==> src/rtl/dbus_ctrl.sv <==
// rtl/dbus_ctrl.sv - memory-stage data-bus controller: alignment check, store lane
// steering, request/response handshake with pipeline stall, raw word return.

package common;
  typedef logic [31:0] word_t;
  typedef enum logic [3:0] {
    MEM_NONE = 4'd0,
    MEM_LB   = 4'd1,
    MEM_LBU  = 4'd2,
    MEM_LH   = 4'd3,
    MEM_LHU  = 4'd4,
    MEM_LW   = 4'd5,
    MEM_SB   = 4'd6,
    MEM_SH   = 4'd7,
    MEM_SW   = 4'd8
  } mem_t;
endpackage

module dbus_ctrl
  import common::*;
(
  input  logic        clk,
  input  logic        reset,
  input  logic        req_valid,
  input  mem_t        req_type,
  input  word_t       req_addr,
  input  word_t       req_wdata,
  input  logic        hold,
  output logic        stall,
  output logic        adel,
  output logic        ades,
  output logic        dreq_valid,
  input  logic        dreq_ready,
  output word_t       dreq_addr,
  output logic [1:0]  dreq_size,
  output logic [3:0]  dreq_strobe,
  output word_t       dreq_wdata,
  input  logic        dresp_valid,
  input  word_t       dresp_data,
  output logic        resp_valid,
  output word_t       rd_raw,
  output logic [1:0]  rd_addr,
  output mem_t        rd_type
);

  typedef enum logic [1:0] {S_IDLE, S_REQ, S_WAIT, S_DONE} state_t;

  state_t      state;
  mem_t        lat_type;
  logic        lat_store;

  logic        is_load;
  logic        is_store;
  logic        misalign;
  logic        accept;
  logic [1:0]  nxt_size;
  logic [3:0]  nxt_strobe;
  word_t       nxt_wdata;

  always_comb begin
    is_load    = 1'b0;
    is_store   = 1'b0;
    misalign   = 1'b0;
    nxt_size   = 2'd0;
    nxt_strobe = 4'b0000;
    nxt_wdata  = '0;
    case (req_type)
      MEM_LB, MEM_LBU: begin
        is_load  = 1'b1;
        nxt_size = 2'd0;
      end
      MEM_LH, MEM_LHU: begin
        is_load  = 1'b1;
        nxt_size = 2'd1;
        misalign = req_addr[0];
      end
      MEM_LW: begin
        is_load  = 1'b1;
        nxt_size = 2'd2;
        misalign = |req_addr[1:0];
      end
      MEM_SB: begin
        is_store   = 1'b1;
        nxt_size   = 2'd0;
        nxt_strobe = 4'b0001 << req_addr[1:0];
        nxt_wdata  = {4{req_wdata[7:0]}};
      end
      MEM_SH: begin
        is_store   = 1'b1;
        nxt_size   = 2'd1;
        misalign   = req_addr[0];
        nxt_strobe = req_addr[1] ? 4'b1100 : 4'b0011;
        nxt_wdata  = {2{req_wdata[15:0]}};
      end
      MEM_SW: begin
        is_store   = 1'b1;
        nxt_size   = 2'd2;
        misalign   = |req_addr[1:0];
        nxt_strobe = 4'b1111;
        nxt_wdata  = req_wdata;
      end
      default: ;
    endcase
  end

  // Alignment faults and acceptance are only meaningful while no access is in flight.
  assign adel   = (state == S_IDLE) && req_valid && is_load  && misalign;
  assign ades   = (state == S_IDLE) && req_valid && is_store && misalign;
  assign accept = (state == S_IDLE) && req_valid && (is_load || is_store) && !misalign;
  assign stall  = accept || (state == S_REQ) || (state == S_WAIT);

  always_ff @(posedge clk) begin
    if (reset) begin
      state       <= S_IDLE;
      lat_type    <= MEM_NONE;
      lat_store   <= 1'b0;
      dreq_valid  <= 1'b0;
      dreq_addr   <= '0;
      dreq_size   <= 2'd0;
      dreq_strobe <= 4'b0000;
      dreq_wdata  <= '0;
      resp_valid  <= 1'b0;
      rd_raw      <= '0;
      rd_addr     <= 2'd0;
      rd_type     <= MEM_NONE;
    end else begin
      case (state)
        S_IDLE: begin
          if (accept) begin
            lat_type    <= req_type;
            lat_store   <= is_store;
            dreq_valid  <= 1'b1;
            dreq_addr   <= req_addr;
            dreq_size   <= nxt_size;
            dreq_strobe <= nxt_strobe;
            dreq_wdata  <= nxt_wdata;
            state       <= S_REQ;
          end
        end
        S_REQ: begin
          if (dreq_ready) begin
            dreq_valid <= 1'b0;
            if (dresp_valid) begin
              resp_valid <= 1'b1;
              rd_raw     <= lat_store ? '0 : dresp_data;
              rd_addr    <= dreq_addr[1:0];
              rd_type    <= lat_type;
              state      <= S_DONE;
            end else begin
              state <= S_WAIT;
            end
          end
        end
        S_WAIT: begin
          if (dresp_valid) begin
            resp_valid <= 1'b1;
            rd_raw     <= lat_store ? '0 : dresp_data;
            rd_addr    <= dreq_addr[1:0];
            rd_type    <= lat_type;
            state      <= S_DONE;
          end
        end
        S_DONE: begin
          // rd_* stay valid after leaving DONE; only resp_valid marks a fresh result.
          if (!hold) begin
            resp_valid <= 1'b0;
            state      <= S_IDLE;
          end
        end
        default: state <= S_IDLE;
      endcase
    end
  end

endmodule

==> config.mk <==
export PLATFORM = sky130hd
export DESIGN_NAME = dbus_ctrl
export DESIGN_NICKNAME = d
export VERILOG_FILES = /design/src/rtl/dbus_ctrl.sv
export SDC_FILE = /design/constraint.sdc
export NUM_CORES = 1
export LEC_CHECK = 0
export ABC_AREA = 1
export BUFFER_PORTS_ARGS = -buffer_cell sky130_fd_sc_hd__buf_4
export CORE_MARGIN = 10
export CORE_UTILIZATION = 41
export DETAILED_ROUTE_END_ITERATION = 10
export PLACE_DENSITY = 0.74
export SETUP_SLACK_MARGIN = 0.15
export SYNTH_ARGS = -nofsm -noshare
export SYNTH_HDL_FRONTEND = slang
export SYNTH_SLANG_ARGS = --single-unit
==> constraint.sdc <==
create_clock -name clk -period 1.82 [get_ports clk]
set_clock_uncertainty 0.15 [all_clocks]
set_input_delay 0.091 -clock clk [delete_from_list [all_inputs] [get_ports clk]]
set_output_delay 0.091 -clock clk [all_outputs]
set_load 0.01 [all_outputs]
==> flow_summary.html, run 1 <==
<table>
<tr><th>Metric</th><th>Value</th></tr>
<tr><th colspan="2">Worst setup path</th></tr>
<tr><td>Worst Path Required</td><td>1.58 ns</td></tr>
<tr><td>Critical path buffer and inverter count</td><td>3</td></tr>
<tr><td>Critical path endpoint category</td><td>output port</td></tr>
<tr><td>Data arrival time at the worst-slack endpoint</td><td>1.66 ns</td></tr>
<tr><td>Worst Setup Start Kind</td><td>flop</td></tr>
<tr><td>Stages on worst setup path</td><td>10</td></tr>
<tr><td>Maximum fanout along the worst path</td><td>2</td></tr>
<tr><td>Critical-path cell with the highest stage delay</td><td>sky130_fd_sc_hd__dfxtp_4</td></tr>
<tr><td>FF-to-FF setup slack</td><td>-0.06 ns</td></tr>
<tr><td>Kind of critical path</td><td>reg2out</td></tr>
<tr><td>Largest incremental delay on the critical path</td><td>0.35 ns</td></tr>
<tr><td>Kind of cell adding the most delay to the critical path</td><td>simple AND/OR/NAND/NOR gates</td></tr>
<tr><td>Count of cells along the worst register-to-register path</td><td>12</td></tr>
<tr><td>Most frequent cell on the critical path</td><td>sky130_fd_sc_hd__nand2_4</td></tr>
<tr><td>Cell-by-cell trace of the critical path</td><td>inv_4 -&gt; ha_4 -&gt; nand2_4 -&gt; nor2_4 -&gt; nand3_2 -&gt; nand2_2 -&gt; nand3_4 -&gt; buf_12 -&gt; nand2_4 -&gt; buf_6</td></tr>
<tr><th colspan="2">Pwr</th></tr>
<tr><td>Total power divided by cell area</td><td>1150 nW/um^2</td></tr>
<tr><td>Highest ir drop seen on vdd</td><td>0.548 mV</td></tr>
<tr><td>Part of the total power dissipated in sequential elements</td><td>29.5%</td></tr>
<tr><td>Cell leakage power</td><td>3.96 nW</td></tr>
<tr><td>Proportion of power drawn by combinational gates</td><td>36.5%</td></tr>
<tr><td>Int Pwr</td><td>0.00723 W</td></tr>
<tr><td>Fraction of power consumed by the clock network</td><td>33.9%</td></tr>
<tr><td>Net switching power</td><td>0.00340 W</td></tr>
<tr><td>Switching part of the total</td><td>32.0%</td></tr>
<tr><td>Total Power Consumption</td><td>0.0106 W</td></tr>
<tr><th colspan="2">Layout</th></tr>
<tr><td>Net count of the finished layout</td><td>1085</td></tr>
<tr><td>Synthesis-to-finish area growth</td><td>84.2%</td></tr>
<tr><td>End-of-flow core utilization</td><td>77.0%</td></tr>
<tr><td>Post-route insts no fill</td><td>1135</td></tr>
<tr><td>Register Area</td><td>2350 sq um</td></tr>
<tr><td>Share of layout cells above drive strength 1</td><td>43.3%</td></tr>
<tr><td>Fill cell total of the finished layout</td><td>757</td></tr>
<tr><td>Area of combinational cells with multiple inputs</td><td>2580 sq um</td></tr>
<tr><th colspan="2">Global route</th></tr>
<tr><td>Total grt overflow</td><td>0</td></tr>
<tr><td>Via count of the first global-routing pass</td><td>6048</td></tr>
<tr><td>Pin count of the biggest net entering global routing</td><td>49</td></tr>
<tr><td>Global-route wire length before repair</td><td>31200 um</td></tr>
<tr><td>Number of antenna violations at the first check in global routing</td><td>1</td></tr>
<tr><td>Overall track demand over capacity in global routing</td><td>23.0%</td></tr>
<tr><th colspan="2">Detailed routing</th></tr>
<tr><td>Number of DRC violations after detailed routing</td><td>0</td></tr>
<tr><td>WL per Instance</td><td>18.9 um</td></tr>
<tr><td>Routed WL</td><td>21400 um</td></tr>
<tr><td>Number of design-rule violations left by the first detailed-router iteration</td><td>368</td></tr>
<tr><td>Number of detailed-routing iterations run before antenna repair</td><td>5</td></tr>
<tr><td>Via count normalized by instance count</td><td>5.25</td></tr>
<tr><td>Via Count</td><td>5960</td></tr>
<tr><td>Number of nets still failing antenna checks after routing</td><td>0</td></tr>
<tr><th colspan="2">Synthesis</th></tr>
<tr><td>Flip-flop and latch count after synthesis</td><td>117</td></tr>
<tr><td>Number of synthesized flops with an enable pin</td><td>0</td></tr>
<tr><td>Cell taking the most area after synthesis</td><td>sky130_fd_sc_hd__dfxtp_1</td></tr>
<tr><td>Prevailing post-synth register cell</td><td>sky130_fd_sc_hd__dfxtp_1</td></tr>
<tr><td>Instance count of the mapped netlist</td><td>636</td></tr>
<tr><td>Count of synthesis-stage warnings from yosys</td><td>0</td></tr>
<tr><td>Post-Syn Area</td><td>5000 sq um</td></tr>
<tr><td>Most numerous cell in the Yosys netlist</td><td>sky130_fd_sc_hd__dfxtp_1</td></tr>
<tr><td>Commonest cells post-synth</td><td>sky130_fd_sc_hd__dfxtp_1 (117), sky130_fd_sc_hd__nand2_1 (107), sky130_fd_sc_hd__nor2_1 (98)</td></tr>
<tr><td>Cell variety after synth</td><td>33</td></tr>
<tr><td>Main area contributors after synthesis</td><td>sky130_fd_sc_hd__dfxtp_1 (47%), sky130_fd_sc_hd__nand2_1 (8.0%), sky130_fd_sc_hd__nor2_1 (7.4%)</td></tr>
<tr><td>Number of nets produced by synthesis</td><td>747</td></tr>
<tr><td>Portion of the post-synthesis area used by sequential elements</td><td>46.9%</td></tr>
<tr><td>Synth Area per Inst</td><td>7.86 sq um</td></tr>
<tr><td>Area share of the largest cell type after synthesis</td><td>46.9%</td></tr>
<tr><td>Proportion of synthesized flip-flops having asynchronous set or reset</td><td>0%</td></tr>
<tr><th colspan="2">Place</th></tr>
<tr><td>Total half-perimeter wirelength after legalization and detailed placement</td><td>12700 um</td></tr>
<tr><td>Placement-stage worst setup slack</td><td>-0.0260 ns</td></tr>
<tr><td>Placer congestion estimate</td><td>0.912</td></tr>
<tr><td>Number of input and output port buffers inserted</td><td>218</td></tr>
<tr><td>Placed Cells incl. Taps</td><td>975</td></tr>
<tr><th colspan="2">Timing</th></tr>
<tr><td>Final critical-path share of the clock period</td><td>104%</td></tr>
<tr><td>Shortest period the worst path allows</td><td>1.90 ns</td></tr>
<tr><td>Final hold violation count</td><td>1</td></tr>
<tr><td>Number of pins exceeding their max-slew limit in the final report</td><td>0</td></tr>
<tr><td>Unrepaired setup endpoints after global routing</td><td>yes</td></tr>
<tr><td>Max_slew headroom</td><td>53.1%</td></tr>
<tr><td>Slew at the pin closest to its max-slew limit</td><td>0.703 ns</td></tr>
<tr><td>Final setup slack of the worst path</td><td>-0.0799 ns</td></tr>
<tr><td>Worst hold margin</td><td>-0.0000182 ns</td></tr>
<tr><td>Maximum operating frequency</td><td>526 MHz</td></tr>
<tr><td>Final setup violation count</td><td>24</td></tr>
<tr><th colspan="2">Hold path</th></tr>
<tr><td>Hold Path Stages</td><td>5</td></tr>
<tr><td>Hold/Removal Path Class</td><td>in2reg</td></tr>
<tr><th colspan="2">Die</th></tr>
<tr><td>Std-Cell Rows</td><td>40</td></tr>
<tr><td>Ports placed on the boundary</td><td>219</td></tr>
<tr><td>Die Outline Area</td><td>17000 sq um</td></tr>
<tr><td>Total core area</td><td>12000 sq um</td></tr>
<tr><td>Starting density of the core</td><td>41.8%</td></tr>
<tr><td>Die height</td><td>130 um</td></tr>
<tr><td>Width of the die</td><td>130 um</td></tr>
<tr><th colspan="2">Outcome</th></tr>
<tr><td>Run status</td><td>finished, violations left</td></tr>
<tr><td>Violated checks</td><td>negative hold slack, negative setup slack</td></tr>
<tr><th colspan="2">Clock network</th></tr>
<tr><td>TritonCTS clock tree</td><td>built</td></tr>
<tr><td>Number of levels in the clock H-tree</td><td>4</td></tr>
<tr><td>Number of buffers created by CTS</td><td>17</td></tr>
<tr><td>Clock-pin transition on the worst setup and hold timing paths</td><td>0.05 ns</td></tr>
<tr><td>Clock Tree Buf Depth</td><td>2</td></tr>
<tr><td>Master cell of the clock root buffer</td><td>sky130_fd_sc_hd__clkbuf_16</td></tr>
<tr><td>CTS sink count</td><td>117</td></tr>
<tr><td>Worst-Skew Late Latency</td><td>0.40 ns</td></tr>
<tr><th colspan="2">Flow run</th></tr>
<tr><td>Count of maximum capacitance violations</td><td>0</td></tr>
</table>
==> metal layers <==
layer	GRT usage, %	part of all wire, %	routed length [um]	up-vias
met5	0	0	0	-
met4	7.85	2.6	555	0
met3	8.58	9.2	1980	42
met2	41.1	51	11000	305
met1	24.4	37	7910	2802
li1	-	-	-	2811
==> registers in the layout, indices dropped and copies added (netlist names) <==
| signal | cells |
|---|---|
| resp_valid | 1 |
| state | 2 |
| rd_raw | 32 |
| rd_type | 4 |
| dreq_strobe | 4 |
| dreq_addr | 32 |
| dreq_size | 2 |
| dreq_wdata | 32 |
| lat_store | 1 |
| dreq_valid | 1 |
| lat_type | 4 |
| rd_addr | 2 |
==> logic make-up after synthesis <==
| group | Yosys count | share of synthesized area [%] |
|---|---|---|
| buffers and inverters | 75 | 7.84 |
| and+or+nand+nor | 286 | 25.9 |
| DFF | 117 | 46.9 |
| AOI/OAI and AO/OA | 153 | 18.1 |
| adders and majority gates | 5 | 1.25 |
==> what timing repair did <==
action	CTS	global route
cloned	4	4
setup endpoints to repair	119	120
hold buffers	107	0
gates resized for setup	26	108
buffers inserted	9	3
endpoints found under the hold margin	102	0
pin swaps	7	17
==> worst register-to-register path: stages (launching register included) <==
cell and delay (ns):
sky130_fd_sc_hd__dfxtp_4 0.35, sky130_fd_sc_hd__inv_4 0.06, sky130_fd_sc_hd__ha_4 0.14, sky130_fd_sc_hd__nand2_4 0.05, sky130_fd_sc_hd__nor2_4 0.08, sky130_fd_sc_hd__nand3_2 0.10
sky130_fd_sc_hd__nand2_2 0.10, sky130_fd_sc_hd__nand3_4 0.09, sky130_fd_sc_hd__buf_12 0.14, sky130_fd_sc_hd__buf_6 0.16, sky130_fd_sc_hd__nor2_1 0.09, sky130_fd_sc_hd__o21ai_0 0.10
sky130_fd_sc_hd__a21oi_1 0.20
==> metrics by stage <==
| stage | setup TNS [ns] | cell area [sq um] |
|---|---|---|
| 5_1_grt | -5.38 | 9210 |
| 3_5_place_dp | -0.0278 | 6780 |
| 3_3_place_gp | 0 | 6780 |
| 2_1_floorplan | 0 | 5030 |
| 4_1_cts | -3.14 | 8770 |
| 6_report | -0.535 | 9210 |
==> cell usage in the layout, fill, tap and decap left out, types with 13 or more instances in the layout <==
cell	n
sky130_fd_sc_hd__a21oi_1	44
sky130_fd_sc_hd__a21oi_2	34
sky130_fd_sc_hd__buf_4	234
sky130_fd_sc_hd__clkbuf_16	21
sky130_fd_sc_hd__dfxtp_1	115
sky130_fd_sc_hd__dlygate4sd3_1	107
sky130_fd_sc_hd__inv_1	18
sky130_fd_sc_hd__nand2_1	63
sky130_fd_sc_hd__nand2_2	55
sky130_fd_sc_hd__nand2_4	13
sky130_fd_sc_hd__nand3_1	15
sky130_fd_sc_hd__nand4_1	34
sky130_fd_sc_hd__nor2_1	88
sky130_fd_sc_hd__o21ai_0	23
sky130_fd_sc_hd__o21ai_1	31
==> worst paths after layout <==
| kind | start | end |
|---|---|---|
| worst max-delay path | state[1] | stall |
| worst max register to register | state[1] | dreq_valid |
| worst min register to register | rd_type[0] | rd_type[0] |
| worst min-delay path | req_wdata[9] | dreq_wdata[9] |
==> cell type report <==
class	instances	area share (%)
Inverter	29	1.43
Sequential cell	117	25.5
Tap cell	147	2.00
Clock inverter	12	1.92
Multi-Input combinational cell	444	28.1
Clock buffer	20	5.07
Antenna cell	1	0.0272
Timing Repair Buffer	365	36.0
==> power by group through the flow <==
stage	sequential (W)	combinational, W	clock [W]
global placement	0.00313	0.00253	0
finish	0.00314	0.00388	0.00360
global route	0.00318	0.00415	0.00373
detailed placement	0.00315	0.00262	0
floorplan	0.00327	0.00144	0
CTS	0.00310	0.00326	0.00362
(Power assumes the default switching activity.)
==> inputs of run 2 (changes only) <==
--- a/config.mk
+++ b/config.mk
@@ -5,12 +5,13 @@
 export SDC_FILE = /design/constraint.sdc
 export NUM_CORES = 1
 export LEC_CHECK = 0
-export ABC_AREA = 1
 export BUFFER_PORTS_ARGS = -buffer_cell sky130_fd_sc_hd__buf_4
+export CELL_PAD_IN_SITES_DETAIL_PLACEMENT = 1
+export CELL_PAD_IN_SITES_GLOBAL_PLACEMENT = 2
 export CORE_MARGIN = 10
-export CORE_UTILIZATION = 41
+export CORE_UTILIZATION = 23
 export DETAILED_ROUTE_END_ITERATION = 10
-export PLACE_DENSITY = 0.74
+export PLACE_DENSITY_LB_ADDON = 0.1
 export SETUP_SLACK_MARGIN = 0.15
 export SYNTH_ARGS = -nofsm -noshare
 export SYNTH_HDL_FRONTEND = slang
==> flow_summary.html, run 2 <==
<table>
<tr><th>Metric</th><th>Value</th></tr>
<tr><th colspan="2">Outcome</th></tr>
<tr><td>Run status</td><td>finished, violations left</td></tr>
<tr><td>Violated checks</td><td>negative setup slack</td></tr>
<tr><th colspan="2">Pwr</th></tr>
<tr><td>Fraction of power consumed by the clock network</td><td>34.6% (+0.7 points)</td></tr>
<tr><td>Switching part of the total</td><td>30.3% (-1.6 points)</td></tr>
<tr><td>Int Pwr</td><td>0.00674 W (-6.8%)</td></tr>
<tr><td>Part of the total power dissipated in sequential elements</td><td>31.0% (+1.5 points)</td></tr>
<tr><td>Net switching power</td><td>0.00293 W (-14%)</td></tr>
<tr><td>Proportion of power drawn by combinational gates</td><td>34.3% (-2.2 points)</td></tr>
<tr><td>Highest ir drop seen on vdd</td><td>0.656 mV (+20%)</td></tr>
<tr><td>Total power divided by cell area</td><td>997 nW/um^2 (-14%)</td></tr>
<tr><td>Cell leakage power</td><td>4.09 nW (+3.2%)</td></tr>
<tr><th colspan="2">Place</th></tr>
<tr><td>Placer congestion estimate</td><td>0.813 (-11%)</td></tr>
<tr><td>Cell Area, Placed</td><td>6980 sq um (+3.0%)</td></tr>
<tr><td>Number of input and output port buffers inserted</td><td>218 (unchanged)</td></tr>
<tr><td>Total half-perimeter wirelength after legalization and detailed placement</td><td>14300 um (+13%)</td></tr>
<tr><th colspan="2">Layout</th></tr>
<tr><td>Synthesis-to-finish area growth</td><td>102%</td></tr>
<tr><td>Fill cell total of the finished layout</td><td>2214 (+190%)</td></tr>
<tr><td>Share of layout cells above drive strength 1</td><td>46.8% (+3.5 points)</td></tr>
<tr><td>Final std cell area, no fill</td><td>9700 sq um (+5.3%)</td></tr>
<tr><td>Area of combinational cells with multiple inputs</td><td>2840 sq um (+10%)</td></tr>
<tr><td>Net count of the finished layout</td><td>1035 (-4.6%)</td></tr>
<tr><td>Registers with the highest flip-flop counts</td><td>dreq_addr (32), dreq_wdata (32), rd_raw (32)</td></tr>
<tr><td>Most common cell after layout, fill and taps aside</td><td>sky130_fd_sc_hd__buf_4</td></tr>
<tr><td>Leading cell types in the layout, fill and taps excluded</td><td>sky130_fd_sc_hd__buf_4 (247), sky130_fd_sc_hd__dfxtp_1 (115), sky130_fd_sc_hd__dlygate4sd3_1 (103)</td></tr>
<tr><td>Register Area</td><td>2350 sq um (-0.11%)</td></tr>
<tr><th colspan="2">Clock network</th></tr>
<tr><td>Worst-Skew Late Latency</td><td>0.40 ns (about the same)</td></tr>
<tr><td>Master cell of the clock root buffer</td><td>sky130_fd_sc_hd__clkbuf_16</td></tr>
<tr><td>CTS sink count</td><td>117 (unchanged)</td></tr>
<tr><td>Number of levels in the clock H-tree</td><td>4 (unchanged)</td></tr>
<tr><td>Clock Tree Buf Depth</td><td>2 (unchanged)</td></tr>
<tr><td>Number of buffers created by CTS</td><td>17 (unchanged)</td></tr>
<tr><td>Clock-pin transition on the worst setup and hold timing paths</td><td>0.06 ns (about the same)</td></tr>
<tr><td>TritonCTS clock tree</td><td>built</td></tr>
<tr><th colspan="2">Synthesis</th></tr>
<tr><td>Count of synthesis-stage warnings from yosys</td><td>0 (unchanged)</td></tr>
<tr><td>Commonest cells post-synth</td><td>sky130_fd_sc_hd__nand2_1 (128), sky130_fd_sc_hd__dfxtp_1 (117), sky130_fd_sc_hd__a21oi_1 (93)</td></tr>
<tr><td>Portion of the post-synthesis area used by sequential elements</td><td>48.8% (+1.9 points)</td></tr>
<tr><td>Main area contributors after synthesis</td><td>sky130_fd_sc_hd__dfxtp_1 (49%), sky130_fd_sc_hd__nand2_1 (10%), sky130_fd_sc_hd__a21oi_1 (9.7%)</td></tr>
<tr><td>Cell variety after synth</td><td>46 (+39%)</td></tr>
<tr><td>Area share of the largest cell type after synthesis</td><td>48.8% (+1.9 points)</td></tr>
<tr><td>Synth Area per Inst</td><td>8.50 sq um (+8.2%)</td></tr>
<tr><td>Number of nets produced by synthesis</td><td>676 (-9.5%)</td></tr>
<tr><td>Most numerous cell in the Yosys netlist</td><td>sky130_fd_sc_hd__nand2_1</td></tr>
<tr><td>Instance count of the mapped netlist</td><td>565 (-11%)</td></tr>
<tr><td>Post-Syn Area</td><td>4800 sq um (-3.9%)</td></tr>
<tr><td>Prevailing post-synth register cell</td><td>sky130_fd_sc_hd__dfxtp_1</td></tr>
<tr><td>Number of synthesized flops with an enable pin</td><td>0 (unchanged)</td></tr>
<tr><td>Proportion of synthesized flip-flops having asynchronous set or reset</td><td>0% (unchanged)</td></tr>
<tr><td>Cell taking the most area after synthesis</td><td>sky130_fd_sc_hd__dfxtp_1</td></tr>
<tr><td>Flip-flop and latch count after synthesis</td><td>117 (unchanged)</td></tr>
<tr><th colspan="2">Detailed routing</th></tr>
<tr><td>Routed WL</td><td>22300 um (+4.2%)</td></tr>
<tr><td>Via Count</td><td>5498 (-7.8%)</td></tr>
<tr><td>Number of design-rule violations left by the first detailed-router iteration</td><td>235 (-36%)</td></tr>
<tr><td>Via count normalized by instance count</td><td>4.56 (-13%)</td></tr>
<tr><td>Number of detailed-routing iterations run before antenna repair</td><td>4 (-1)</td></tr>
<tr><td>WL per Instance</td><td>18.5 um (-2.0%)</td></tr>
<tr><td>Number of nets still failing antenna checks after routing</td><td>0 (unchanged)</td></tr>
<tr><td>Number of DRC violations after detailed routing</td><td>0 (unchanged)</td></tr>
<tr><th colspan="2">Global route</th></tr>
<tr><td>Pin count of the biggest net entering global routing</td><td>76 (+55%)</td></tr>
<tr><td>Overall track demand over capacity in global routing</td><td>15.9% (-7.1 points)</td></tr>
<tr><td>Total grt overflow</td><td>0 (unchanged)</td></tr>
<tr><td>Number of antenna violations at the first check in global routing</td><td>0 (-1)</td></tr>
<tr><td>Via count of the first global-routing pass</td><td>6092 (+0.73%)</td></tr>
<tr><td>Global-route wire length before repair</td><td>34300 um (+10%)</td></tr>
<tr><th colspan="2">Die</th></tr>
<tr><td>Starting density of the core</td><td>23.6% (-18 points)</td></tr>
<tr><td>Total core area</td><td>20400 sq um (+70%)</td></tr>
<tr><td>Std-Cell Rows</td><td>52 (+30%)</td></tr>
<tr><td>Width of the die</td><td>164 um (+26%)</td></tr>
<tr><td>Die height</td><td>164 um (+26%)</td></tr>
<tr><td>Die Outline Area</td><td>27100 sq um (+59%)</td></tr>
<tr><td>Ports placed on the boundary</td><td>219 (unchanged)</td></tr>
<tr><th colspan="2">Timing</th></tr>
<tr><td>Final setup violation count</td><td>77 (+220%)</td></tr>
<tr><td>Worst hold margin</td><td>0.0164 ns (+0.0164 ns)</td></tr>
<tr><td>Shortest period the worst path allows</td><td>1.94 ns (+0.0418 ns)</td></tr>
<tr><td>Final critical-path share of the clock period</td><td>107% (+2.3 points)</td></tr>
<tr><td>Final setup slack of the worst path</td><td>-0.122 ns (-0.0418 ns)</td></tr>
<tr><td>Final hold violation count</td><td>0 (-1)</td></tr>
<tr><td>Maximum operating frequency</td><td>515 MHz (-2.2%)</td></tr>
<tr><td>Unrepaired setup endpoints after global routing</td><td>yes</td></tr>
<tr><td>Max_slew headroom</td><td>61.3% (+8.3 points)</td></tr>
<tr><td>Number of pins exceeding their max-slew limit in the final report</td><td>0 (unchanged)</td></tr>
<tr><td>Slew at the pin closest to its max-slew limit</td><td>0.577 ns (-0.126 ns)</td></tr>
<tr><th colspan="2">Worst setup path</th></tr>
<tr><td>Kind of critical path</td><td>reg2out</td></tr>
<tr><td>Worst reg2reg path endpoint</td><td>dreq_addr[20]</td></tr>
<tr><td>Critical path endpoint category</td><td>output port</td></tr>
<tr><td>FF-to-FF setup slack</td><td>-0.12 ns (-0.06 ns)</td></tr>
<tr><td>Maximum fanout along the worst path</td><td>4 (+2)</td></tr>
<tr><td>Worst R2R Start</td><td>state[0]</td></tr>
<tr><td>Data arrival time at the worst-slack endpoint</td><td>1.70 ns (+0.04 ns)</td></tr>
<tr><td>Count of cells along the worst register-to-register path</td><td>12 (unchanged)</td></tr>
<tr><td>Worst Setup Start Kind</td><td>flop</td></tr>
<tr><td>Worst Path Required</td><td>1.58 ns (about the same)</td></tr>
<tr><th colspan="2">Hold path</th></tr>
<tr><td>Hold/Removal Path Class</td><td>in2reg</td></tr>
<tr><td>Hold Path Stages</td><td>4 (-1)</td></tr>
<tr><td>Launch instance of the worst min-delay path</td><td>reset</td></tr>
<tr><td>Sink of the worst hold path</td><td>dreq_wdata[15]</td></tr>
<tr><th colspan="2">Flow run</th></tr>
<tr><td>Count of maximum capacitance violations</td><td>0 (unchanged)</td></tr>
</table>
-- run 2: cell count changes in the layout (fill, tap and decap cells not counted), moves of 30 or more --
cell	delta
sky130_fd_sc_hd__nand3b_1	+34
sky130_fd_sc_hd__nand4_1	-34
sky130_fd_sc_hd__o21ai_1	-30
sky130_fd_sc_hd__nand2_1	+33
sky130_fd_sc_hd__nand2_2	-51
sky130_fd_sc_hd__nor2_1	-64
-- run 2: layout make-up --
cell class	instances	share of cell area, %
timing repair buffer	385	36.5
multi-input combinational	394	29.3
sequential	117	24.2
clock buffer	23	5.03
tap	270	3.48
clock inverter	8	1.02
inverter	9	0.400
antenna	1	0.0258
-- run 2: metal layers --
metal / track usage, % / vias to the layer above / wire length [um]
li1: - / 2697 / -
met1: 18.8 / 2651 / 9380
met2: 27.0 / 141 / 11200
met3: 6.15 / 9 / 1610
met4: 3.14 / 0 / 161
met5: 0 / - / 0
-- run 2: logic make-up (layout without fill, tap and decap cells) --
logic type,Yosys count,count (layout),synth area share [%]
fa+ha+maj,5,5,1.30
mux,8,8,1.67
flops,117,117,48.8
simple gates,230,230,22.8
compound gates,151,151,20.5
other cells,0,1,0
buf+inv,54,425,4.93
-- run 2: timing repair --
item                                    in CTS  in global routing
gates cloned                                 6                  3
setup buffers                               19                  2
endpoints found under the setup margin     115                119
pin swaps                                   12                 68
resized for setup                           39                128
hold buffers                               103                  0
endpoints found under the hold margin      107                  0
-- run 2: power by group through the flow --
stage	Sequential [W]	Combinational [W]	Clock, W
after detailed placement	0.00304	0.00216	0
after floorplan	0.00312	0.00100	0
after CTS	0.00299	0.00292	0.00344
after global routing	0.00303	0.00358	0.00357
after global placement	0.00303	0.00211	0
final	0.00300	0.00332	0.00335
-- run 2: how the worst max path moves through the flow --
stage	from	endpoint	slack [ns]	cells after the start
finish	state[1]	stall	-0.12	7
global placement	req_type[3]	adel	-0.18	8
floorplan	req_type[3]	dreq_wdata[15]	0.07	7
CTS	state[0]	stall	-0.14	7
global route	state[0]	dreq_addr[20]	-0.20	12
detailed placement	req_type[3]	adel	-0.15	8
-- run 2: critical path, cell delays in order, from the launching register on --
cell                      delay, ns
sky130_fd_sc_hd__dfxtp_2       0.36
sky130_fd_sc_hd__inv_4         0.05
sky130_fd_sc_hd__ha_4          0.16
sky130_fd_sc_hd__nand2_4       0.08
sky130_fd_sc_hd__a31oi_4       0.05
sky130_fd_sc_hd__buf_12        0.16
sky130_fd_sc_hd__or3_4         0.32
sky130_fd_sc_hd__buf_6         0.13
-- run 2: metrics by stage --
| step | power, W | instances | TNS (ns) | utilization, % | setup slack [ns] |
|---|---|---|---|---|---|
| after global placement | 0.00513 | 1042 | -0.374 | 34.3 | -0.180 |
| final | 0.00967 | 1207 | -4.15 | 47.6 | -0.122 |
| after floorplan | 0.00412 | 565 | 0 | - | 0.0650 |
| after detailed placement | 0.00520 | 1042 | -1.65 | 34.3 | -0.150 |
| after global routing | 0.0102 | 1206 | -12.15 | 47.6 | -0.202 |
| after CTS | 0.00935 | 1201 | -3.07 | 44.6 | -0.138 |
==> inputs of run 3 (changes only) <==
--- a/config.mk
+++ b/config.mk
@@ -8,8 +8,7 @@
 export BUFFER_PORTS_ARGS = -buffer_cell sky130_fd_sc_hd__buf_4
 export CELL_PAD_IN_SITES_DETAIL_PLACEMENT = 1
 export CELL_PAD_IN_SITES_GLOBAL_PLACEMENT = 2
-export CORE_MARGIN = 10
-export CORE_UTILIZATION = 23
+export CORE_UTILIZATION = 26
 export DETAILED_ROUTE_END_ITERATION = 10
 export PLACE_DENSITY_LB_ADDON = 0.1
 export SETUP_SLACK_MARGIN = 0.15
==> constraint.sdc (replaced) <==
create_clock -name clk -period 2 [get_ports clk]
set_clock_uncertainty 0.15 [all_clocks]
set_input_delay 0.1 -clock clk [delete_from_list [all_inputs] [get_ports clk]]
set_output_delay 0.1 -clock clk [all_outputs]
set_load 0.01 [all_outputs]
==> flow_summary.html, run 3 (synthesized netlist as in run 2, its figures left out) <==
<table>
<tr><th>Metric</th><th>Value</th></tr>
<tr><th colspan="2">Detailed routing</th></tr>
<tr><td>Via count normalized by instance count</td><td>4.75 (+4.3%)</td></tr>
<tr><td>Via Count</td><td>5435 (-1.1%)</td></tr>
<tr><td>Number of design-rule violations left by the first detailed-router iteration</td><td>163 (-31%)</td></tr>
<tr><td>Routed WL</td><td>19100 um (-15%)</td></tr>
<tr><td>Number of DRC violations after detailed routing</td><td>0 (unchanged)</td></tr>
<tr><td>WL per Instance</td><td>16.7 um (-9.8%)</td></tr>
<tr><td>Number of detailed-routing iterations run before antenna repair</td><td>4 (unchanged)</td></tr>
<tr><td>Number of nets still failing antenna checks after routing</td><td>0 (unchanged)</td></tr>
<tr><th colspan="2">Clock network</th></tr>
<tr><td>Master cell of the clock root buffer</td><td>sky130_fd_sc_hd__clkbuf_16</td></tr>
<tr><td>Number of buffers created by CTS</td><td>17 (unchanged)</td></tr>
<tr><td>Worst-Skew Late Latency</td><td>0.40 ns (about the same)</td></tr>
<tr><td>TritonCTS clock tree</td><td>built</td></tr>
<tr><td>Number of levels in the clock H-tree</td><td>4 (unchanged)</td></tr>
<tr><td>Clock Tree Buf Depth</td><td>2 (unchanged)</td></tr>
<tr><td>CTS sink count</td><td>117 (unchanged)</td></tr>
<tr><td>Clock-pin transition on the worst setup and hold timing paths</td><td>0.05 ns (about the same)</td></tr>
<tr><th colspan="2">Hold path</th></tr>
<tr><td>Launch instance of the worst min-delay path</td><td>req_type[1]</td></tr>
<tr><td>Hold/Removal Path Class</td><td>in2reg</td></tr>
<tr><td>Hold Path Stages</td><td>4 (unchanged)</td></tr>
<tr><td>Sink of the worst hold path</td><td>dreq_size[0]</td></tr>
<tr><th colspan="2">Timing</th></tr>
<tr><td>Maximum operating frequency</td><td>518 MHz</td></tr>
<tr><td>Shortest period the worst path allows</td><td>1.93 ns</td></tr>
<tr><td>Total Negative Setup Slacks</td><td>0 ns (+4.15 ns)</td></tr>
<tr><td>Final critical-path share of the clock period</td><td>96.6%</td></tr>
<tr><td>Final setup violation count</td><td>0 (-100%)</td></tr>
<tr><td>Final setup slack of the worst path</td><td>0.0681 ns (+0.190 ns)</td></tr>
<tr><td>Max_slew headroom</td><td>56.0% (-5.4 points)</td></tr>
<tr><td>Slew at the pin closest to its max-slew limit</td><td>0.661 ns (+0.0832 ns)</td></tr>
<tr><td>Final hold violation count</td><td>0 (unchanged)</td></tr>
<tr><td>Number of pins exceeding their max-slew limit in the final report</td><td>0 (unchanged)</td></tr>
<tr><td>Unrepaired setup endpoints after global routing</td><td>yes</td></tr>
<tr><td>Worst hold margin</td><td>0.0616 ns (+0.0452 ns)</td></tr>
<tr><th colspan="2">Worst setup path</th></tr>
<tr><td>Critical-path cell with the highest stage delay</td><td>sky130_fd_sc_hd__dfxtp_2</td></tr>
<tr><td>Worst R2R Start</td><td>state[0]</td></tr>
<tr><td>Worst Setup Start Kind</td><td>flop</td></tr>
<tr><td>Cell-by-cell trace of the critical path</td><td>inv_4 -&gt; ha_4 -&gt; nand2_4 -&gt; a31oi_4 -&gt; buf_6 -&gt; or3_4 -&gt; buf_6</td></tr>
<tr><td>Worst reg2reg path endpoint</td><td>dreq_wdata[22]</td></tr>
<tr><td>Most frequent cell on the critical path</td><td>sky130_fd_sc_hd__buf_6</td></tr>
<tr><td>Maximum fanout along the worst path</td><td>3 (-1)</td></tr>
<tr><td>Critical path endpoint category</td><td>output port</td></tr>
<tr><td>Kind of critical path</td><td>reg2out</td></tr>
<tr><td>Count of cells along the worst register-to-register path</td><td>8 (-4)</td></tr>
<tr><td>Data arrival time at the worst-slack endpoint</td><td>1.68 ns (-0.02 ns)</td></tr>
<tr><td>Largest incremental delay on the critical path</td><td>0.36 ns (about the same)</td></tr>
<tr><td>Worst Path Required</td><td>1.75 ns (+0.17 ns)</td></tr>
<tr><td>FF-to-FF setup slack</td><td>0.17 ns (+0.29 ns)</td></tr>
<tr><th colspan="2">Die</th></tr>
<tr><td>Total core area</td><td>18000 sq um (-11%)</td></tr>
<tr><td>Die Outline Area</td><td>19000 sq um (-30%)</td></tr>
<tr><td>Width of the die</td><td>138 um (-16%)</td></tr>
<tr><td>Ports placed on the boundary</td><td>219 (unchanged)</td></tr>
<tr><td>Std-Cell Rows</td><td>49 (-5.8%)</td></tr>
<tr><td>Die height</td><td>138 um (-16%)</td></tr>
<tr><td>Starting density of the core</td><td>26.6% (+3.1 points)</td></tr>
<tr><th colspan="2">Layout</th></tr>
<tr><td>Leading cell types in the layout, fill and taps excluded</td><td>sky130_fd_sc_hd__buf_4 (241), sky130_fd_sc_hd__nand2_1 (127), sky130_fd_sc_hd__dfxtp_1 (115)</td></tr>
<tr><td>Share of layout cells above drive strength 1</td><td>35.5% (-11 points)</td></tr>
<tr><td>Net count of the finished layout</td><td>1013 (-2.1%)</td></tr>
<tr><td>Synthesis-to-finish area growth</td><td>82.4%</td></tr>
<tr><td>Diodes inserted</td><td>0 (-1)</td></tr>
<tr><td>Most common cell after layout, fill and taps aside</td><td>sky130_fd_sc_hd__buf_4</td></tr>
<tr><td>Registers with the highest flip-flop counts</td><td>dreq_addr (32), dreq_wdata (32), rd_raw (32)</td></tr>
<tr><th colspan="2">Outcome</th></tr>
<tr><td>Run status</td><td>completed</td></tr>
<tr><th colspan="2">Pwr</th></tr>
<tr><td>Int Pwr</td><td>0.00572 W (-15%)</td></tr>
<tr><td>Highest ir drop seen on vdd</td><td>0.564 mV (-14%)</td></tr>
<tr><td>Total power divided by cell area</td><td>924 nW/um^2 (-7.3%)</td></tr>
<tr><td>Part of the total power dissipated in sequential elements</td><td>33.6% (+2.6 points)</td></tr>
<tr><td>Switching part of the total</td><td>29.3% (-0.99 points)</td></tr>
<tr><td>Proportion of power drawn by combinational gates</td><td>30.4% (-3.9 points)</td></tr>
<tr><td>Net switching power</td><td>0.00237 W (-19%)</td></tr>
<tr><td>Fraction of power consumed by the clock network</td><td>36.0% (+1.4 points)</td></tr>
<tr><td>Cell leakage power</td><td>3.65 nW (-11%)</td></tr>
<tr><th colspan="2">Flow run</th></tr>
<tr><td>Count of maximum capacitance violations</td><td>0 (unchanged)</td></tr>
<tr><th colspan="2">Place</th></tr>
<tr><td>Placement-stage worst setup slack</td><td>-0.0127 ns (+0.138 ns)</td></tr>
<tr><td>Number of input and output port buffers inserted</td><td>218 (unchanged)</td></tr>
<tr><td>Total half-perimeter wirelength after legalization and detailed placement</td><td>11900 um (-17%)</td></tr>
<tr><td>Placer congestion estimate</td><td>0.726 (-11%)</td></tr>
<tr><th colspan="2">Global route</th></tr>
<tr><td>Total grt overflow</td><td>0 (unchanged)</td></tr>
<tr><td>Overall track demand over capacity in global routing</td><td>20.1% (+4.2 points)</td></tr>
<tr><td>Pin count of the biggest net entering global routing</td><td>60 (-21%)</td></tr>
<tr><td>Number of antenna violations at the first check in global routing</td><td>0 (unchanged)</td></tr>
<tr><td>Via count of the first global-routing pass</td><td>5727 (-6.0%)</td></tr>
<tr><td>Global-route wire length before repair</td><td>29200 um (-15%)</td></tr>
</table>
-- run 3: cell types whose count changed in the layout (fill, tap and decap cells not counted), sizes merged --
cell / delta
clkbuf: -1
clkinvlp: +1
buf: -21
bufinv: -1
dlygate4sd3: +1
diode: -1
-- run 3: how the worst max path moves through the flow --
stage | startpoint | end | slack, ns | depth (start not counted)
CTS | state[1] | stall | 0.04 | 7
detailed placement | req_type[0] | adel | -0.01 | 8
global placement | req_type[0] | adel | -0.04 | 8
finish | state[1] | stall | 0.07 | 7
global route | state[0] | stall | 0.004 | 7
floorplan | state[1] | rd_raw[11] | 0.14 | 9
-- run 3: layer usage --
layer  up-vias  routed length (um)  global-route usage (%)
li1       2639                   -                       -
met5         -                   0                       0
met4         0                 250                    5.62
met2       171                9630                    36.4
met1      2606                7840                    22.0
met3        19                1350                    6.76
-- run 3: final cells by class --
| cell class | instances | area, sq um |
|---|---|---|
| clock inverters | 8 | 72.6 |
| flip-flops and latches | 117 | 2340 |
| clock buffers | 24 | 502 |
| multi-input cells | 394 | 2360 |
| well taps | 229 | 287 |
| repair buffers | 363 | 3150 |
| inverters | 9 | 38.8 |
| fillers | 2047 | 9270 |
-- run 3: stage by stage --
stage	instance area [sq um]	utilization, %	instances	power (W)
global placement	6820	37.8	992	0.00458
CTS	8630	47.9	1141	0.00804
global route	8750	48.6	1144	0.00854
detailed placement	6820	37.8	992	0.00465
finish	8750	48.6	1144	0.00809
floorplan	4800	-	565	0.00369
-- run 3: repair_timing --
action / CTS / global route
pin swaps: 3 / 14
setup endpoints to repair: 117 / 106
cloned: 1 / 1
resized for setup: 22 / 18
hold buffers: 104 / 0
hold endpoints to repair: 109 / 0
buffers inserted: 12 / 2
-- run 3: power by group through the flow --
stage | combinational, W | clock [W] | sequential (W)
2_1_floorplan | 0.000862 | 0 | 0.00283
3_3_place_gp | 0.00184 | 0 | 0.00274
3_5_place_dp | 0.00190 | 0 | 0.00276
4_1_cts | 0.00232 | 0.00301 | 0.00271
5_1_grt | 0.00268 | 0.00312 | 0.00274
6_report | 0.00246 | 0.00291 | 0.00271
-- run 3: critical path, delay by kind of cell, from the launching register on --
family	cells	cell delay (ns)
fa+ha+maj	1	0.16
flops	1	0.36
buf+inv	3	0.33
simple gates	2	0.39
compound gates	1	0.04
